<file path="config.mk">
export PLATFORM = sky130hd
export DESIGN_NAME = rpipe_elastic
export DESIGN_NICKNAME = d
export VERILOG_FILES = /design/src/rtl/rpipe_elastic.sv
export SDC_FILE = /design/constraint.sdc
export NUM_CORES = 1
export LEC_CHECK = 0
export ABC_AREA = 1
export CAP_MARGIN = 20
export CORE_MARGIN = 1
export CORE_UTILIZATION = 46
export CTS_CLUSTER_DIAMETER = 30
export DETAILED_ROUTE_END_ITERATION = 8
export PLACE_DENSITY = 0.77
export SETUP_SLACK_MARGIN = 0.05
export SYNTH_ARGS = -nofsm -noshare
export SYNTH_HDL_FRONTEND = slang
export SYNTH_HIERARCHICAL = 1
export SYNTH_SLANG_ARGS = --single-unit
</file>
<file path="constraint.sdc">
create_clock -name clk -period 1.5 [get_ports clk]
set_clock_uncertainty 0.2 [all_clocks]
set_input_delay 0.3 -clock clk [delete_from_list [all_inputs] [get_ports clk]]
set_output_delay 0.3 -clock clk [all_outputs]
set_load 0.02 [all_outputs]
</file>
<file path="src/rtl/rpipe_elastic.sv">
// Elastic valid/ready register chain: DEPTH stages with bubble collapsing, global stall,
// synchronous flush and occupancy count. Define RPIPE_ELASTIC_SKID_EN to add a skid entry.

module rpipe_elastic_stage #(
   parameter int WIDTH = 32
) (
   input  logic             clk,
   input  logic             rst_n,
   input  logic             en,
   input  logic             clr,
   input  logic             ld,
   input  logic [WIDTH-1:0] d,
   input  logic             v,
   output logic [WIDTH-1:0] q,
   output logic             qv
);
   always_ff @(posedge clk or negedge rst_n) begin
      if (!rst_n) begin
         q  <= '0;
         qv <= 1'b0;
      end else if (clr) begin
         q  <= '0;
         qv <= 1'b0;
      end else if (en && ld) begin
         q  <= d;
         qv <= v;
      end
   end
endmodule

module rpipe_elastic #(
   parameter int WIDTH = 32,
   parameter int DEPTH = 2,
   parameter int CW    = $clog2(DEPTH+2)
) (
   input  logic             clk,
   input  logic             rst_n,
   input  logic             en,
   input  logic             clr,
   input  logic             in_valid,
   output logic             in_ready,
   input  logic [WIDTH-1:0] in_data,
   output logic             out_valid,
   input  logic             out_ready,
   output logic [WIDTH-1:0] out_data,
   output logic [CW-1:0]    count
);
   logic [DEPTH-1:0]            vld_pipe;
   logic [DEPTH-1:0][WIDTH-1:0] dat_pipe;
   logic [DEPTH-1:0]            adv;
   logic [WIDTH-1:0]            src_d;
   logic                        src_v;
   logic [CW-1:0]               cnt;

`ifdef RPIPE_ELASTIC_SKID_EN
   logic             skid_v;
   logic [WIDTH-1:0] skid_d;

   // The skid only catches a word when stage 0 cannot take it; it drains before new input.
   always_ff @(posedge clk or negedge rst_n) begin
      if (!rst_n) begin
         skid_v <= 1'b0;
         skid_d <= '0;
      end else if (clr) begin
         skid_v <= 1'b0;
         skid_d <= '0;
      end else if (en) begin
         if (skid_v && adv[0]) begin
            skid_v <= 1'b0;
         end else if (!skid_v && in_valid && !adv[0]) begin
            skid_v <= 1'b1;
            skid_d <= in_data;
         end
      end
   end

   assign src_d    = skid_v ? skid_d : in_data;
   assign src_v    = skid_v | in_valid;
   assign in_ready = en & ~clr & ~skid_v;
`else
   assign src_d    = in_data;
   assign src_v    = in_valid;
   assign in_ready = en & ~clr & adv[0];
`endif

   for (genvar i = 0; i < DEPTH; i++) begin : g_stage
      // A stage may advance iff some stage at or beyond it is empty, or the tail drains.
      assign adv[i] = out_ready | ~(&vld_pipe[DEPTH-1:i]);
      if (i == 0) begin : g_head
         rpipe_elastic_stage #(.WIDTH(WIDTH)) u_stage (
            .clk(clk), .rst_n(rst_n), .en(en), .clr(clr), .ld(adv[i]),
            .d(src_d), .v(src_v), .q(dat_pipe[i]), .qv(vld_pipe[i])
         );
      end else begin : g_body
         rpipe_elastic_stage #(.WIDTH(WIDTH)) u_stage (
            .clk(clk), .rst_n(rst_n), .en(en), .clr(clr), .ld(adv[i]),
            .d(dat_pipe[i-1]), .v(vld_pipe[i-1]), .q(dat_pipe[i]), .qv(vld_pipe[i])
         );
      end
   end

   always_comb begin
      cnt = '0;
      for (int i = 0; i < DEPTH; i++) cnt = cnt + CW'(vld_pipe[i]);
`ifdef RPIPE_ELASTIC_SKID_EN
      cnt = cnt + CW'(skid_v);
`endif
   end

   assign count     = cnt;
   assign out_valid = en & ~clr & vld_pipe[DEPTH-1];
   assign out_data  = dat_pipe[DEPTH-1];
endmodule

</file>
==> flow_summary.yaml <==
status:
  status: "finished, violations left"
  violations: "negative setup slack"
synthesis:
  ys_ff_latch: 66
  yosysUniqueCellTypes: 15
  ys_warn_count: 6
  netlist_top_cells_area: "dfrtp_1, nand2_1, nand3_1"
  yosysMostFrequentCell: "nand2_1"
  synth_top_area_share_pct: 48.8
  syn_area_um2: 3380
  ys_top_cells_by_count: "nand2_1, inv_1, nor2_1"
  syn_nets: 477
  synth_edf_count: 0
  yosysTopAreaCell: "dfrtp_1"
  syn_area_per_cell_um2: 7.72
  syn_inst: 438
  synth_flop_cell: "dfrtp_1"
  async_flop_share_pct: 100
  seq_area_frac_synth_pct: 48.8
die:
  rows: 30
  start_util_pct: 48.7
  core-area_um2: 6940
  die_w_um: 87.7
  num_io_pins: 74
  die-area_um2: 7700
  die_y_um: 87.7
global_route:
  grtUsageMet2_pct: 46.7
  grt_util_all_layers_pct: 26.5
  grt_overflow: 0
  grt_pass1_wl_mm: 15.3
  antenna_found_initial: 0
  top_usage_layer: "met2"
  grt_use_met3_pct: 4.15
  grt_pass1_vias: 3189
  grt_use_met1_pct: 30.6
  grt_max_degree: 43
place:
  dp_hpwl_mm: 4.81
  post-place-ws_ns: -0.565
  dp_cells: 597
  gp_congestion: 0.721
  port_buffers: 73
drt:
  drt-initial-drc-count: 230
  viasPerCell: 5.05
  firstDrtPassIters: 4
  ant_nets: 0
  wire_per_inst_um: 15.4
  drc: 0
  vias: 3228
  wl_mm: 9.87
power_and_ir_drop:
  switching_share_pct: 28.6
  power_density_nw_per_um2: 911
  p_leak_nw: 2.66
  p_sw_mw: 1.27
  power_frac_comb_pct: 21.5
  peakVddDrop_mv: 0.518
  sequentialPowerShare_pct: 44.6
  p_clk_share_pct: 33.9
  p_int_mw: 3.18
timing:
  rsz0062_at_grt: "yes"
  period_needed_ns: 1.78
  tns_ns: -11.84
  worst_slew_pin_slew_ns: 0.497
  finalSetupViolCount: 70
  slew_viol_final: 0
  hold_viol: 0
  holdWs_ns: 0.242
  post-route-period-util_pct: 118
  setup_slack_ns: -0.275
  max_freq_mhz: 563
  max_slew_margin_pct: 66.9
clock_tree:
  h-tree-depth: 3
  clock-sinks: 66
  clk_path_buf_depth: 2
  cts_tree: "built"
  clkLatencyLatePin_ns: 0.34
  root_buffer: "clkbuf_8"
  clk_pin_slew_ns: 0.07
  cts-buffers-inserted: 9
worst_setup_path:
  arrival_ns: 1.28
  slowest_delay_ns: 0.42
  timing_worst_setup_path_type: "flop to output pin"
  worstPathRequired_ns: 1.00
  crit_slowest_cell: "dfrtp_1"
  crit_fanout: 2
  end_kind: "output pin"
  start_kind: "flop"
  path_cells: "ha_4 -> inv_4 -> nor2_4 -> nor2_2 -> buf_6"
hold_path:
  hp-class: "input port to asynchronous set/reset pin"
finish:
  n_antenna_cell: 0
  area_growth_pct: 44.4
  finalNetCount: 577
  fin_cells: 639
  layout-drive-gt1-share_pct: 28.4
flow_run:
  maxCapViolCount: 0
## repair_timing
| action | in CTS | in global routing |
|---|---|---|
| setup endpoints to repair | 102 | 70 |
| setup buffers | 6 | 5 |
| resized for setup | 181 | 29 |
| pin swaps | 16 | 10 |
| hold buffers | 1 | 0 |
| cloned | 12 | 2 |
| endpoints found under the hold margin | 14 | 0 |
## kinds of logic (layout without fill, tap and decap cells)
family,count (synthesis),after routing,synth area share (%)
buffers and inverters,98,195,15.1
adder cells (fa/ha/maj),1,1,0.370
flip-flops,66,66,48.8
AND/OR/NAND/NOR,273,281,35.7
## sequential cells by signal, summed over array words and instances, names as in the netlist
signal	flops
g_stage.g_head.u_stage/q	32
g_stage.g_body.u_stage/qv	1
g_stage.g_head.u_stage/qv	1
g_stage.g_body.u_stage/q	32
## critical path: cells and delay by family, from the launching register on
| kind | cells | cell delay (ns) |
|---|---|---|
| fa+ha+maj | 1 | 0.18 |
| simple gates | 2 | 0.15 |
| buf+inv | 2 | 0.18 |
| flops | 1 | 0.42 |
## final cells by class
class	instances	area (µm²)
sequential	66	1650
multi-input combinational	282	1520
timing repair buffer	107	1090
clock buffer	14	163
inverter	72	295
fill	499	2060
clock inverter	2	35.0
tap	96	120
## path summary, 6_finish.rpt
path                            cells past startpoint                         endpoint                             from  slack, ns
worst max-delay path                                5                         in_ready     g_stage[0].g_head.u_stage/qv      -0.28
worst min-delay path                                2   g_stage[1].g_body.u_stage/q[5]                            rst_n       0.24
worst max register to register                     10  g_stage[0].g_head.u_stage/q[15]     g_stage[0].g_head.u_stage/qv      -0.23
worst min register to register                      2  g_stage[1].g_body.u_stage/q[14]  g_stage[1].g_body.u_stage/q[14]       0.31
max in group asynchronous                           3   g_stage[1].g_body.u_stage/q[9]                            rst_n       0.36
min in group clk                                    2  g_stage[1].g_body.u_stage/q[14]  g_stage[1].g_body.u_stage/q[14]       0.31
## power groups by stage
stage	logic (mW)	clock network, mW	registers [mW]
6_report	0.958	1.51	1.98
2_1_floorplan	0.377	0	2.06
3_5_place_dp	0.755	0	2.00
4_1_cts	0.882	1.52	1.97
5_1_grt	1.03	1.61	1.99
3_3_place_gp	0.744	0	2.00
## routing by layer
metal  wire length [µm]  vias to the layer above
li1                   -                     1521
met1               3730                     1496
met2               4970                      165
met3                685                       46
met4                485                        0
met5                  0                        -
## through the flow
stage	power, mW	instance area (µm²)	utilization, %
after CTS	4.38	4700	67.7
after global routing	4.63	4880	70.3
after detailed placement	2.76	4200	60.4
after floorplan	2.44	3400	-
final	4.45	4880	70.3
after global placement	2.74	4200	60.4
## cell usage in the layout (no fill, tap or decap)
cell             instances
clkdlybuf4s50_1         34
nor2_2                   2
buf_12                  11
inv_4                    2
dlygate4sd3_1            1
inv_8                    2
inv_1                   67
nand2_8                 10
nand2_2                 34
buf_2                   34
inv_6                    1
buf_4                    9
clkbuf_8                11
clkinv_2                 1
nand3_1                 51
buf_6                   10
dlymetal6s2s_1           1
clkbuf_1                 3
or2_1                    1
nand2_4                  3
nand3_2                 15
dfrtp_1                 66
buf_8                    1
buf_16                   5
nor2_1                  66
bufinv_16                1
nand2_1                 98
dlygate4sd2_1            1
ha_4                     1
nor2_4                   1
Power figures use the tool's default switching activity.
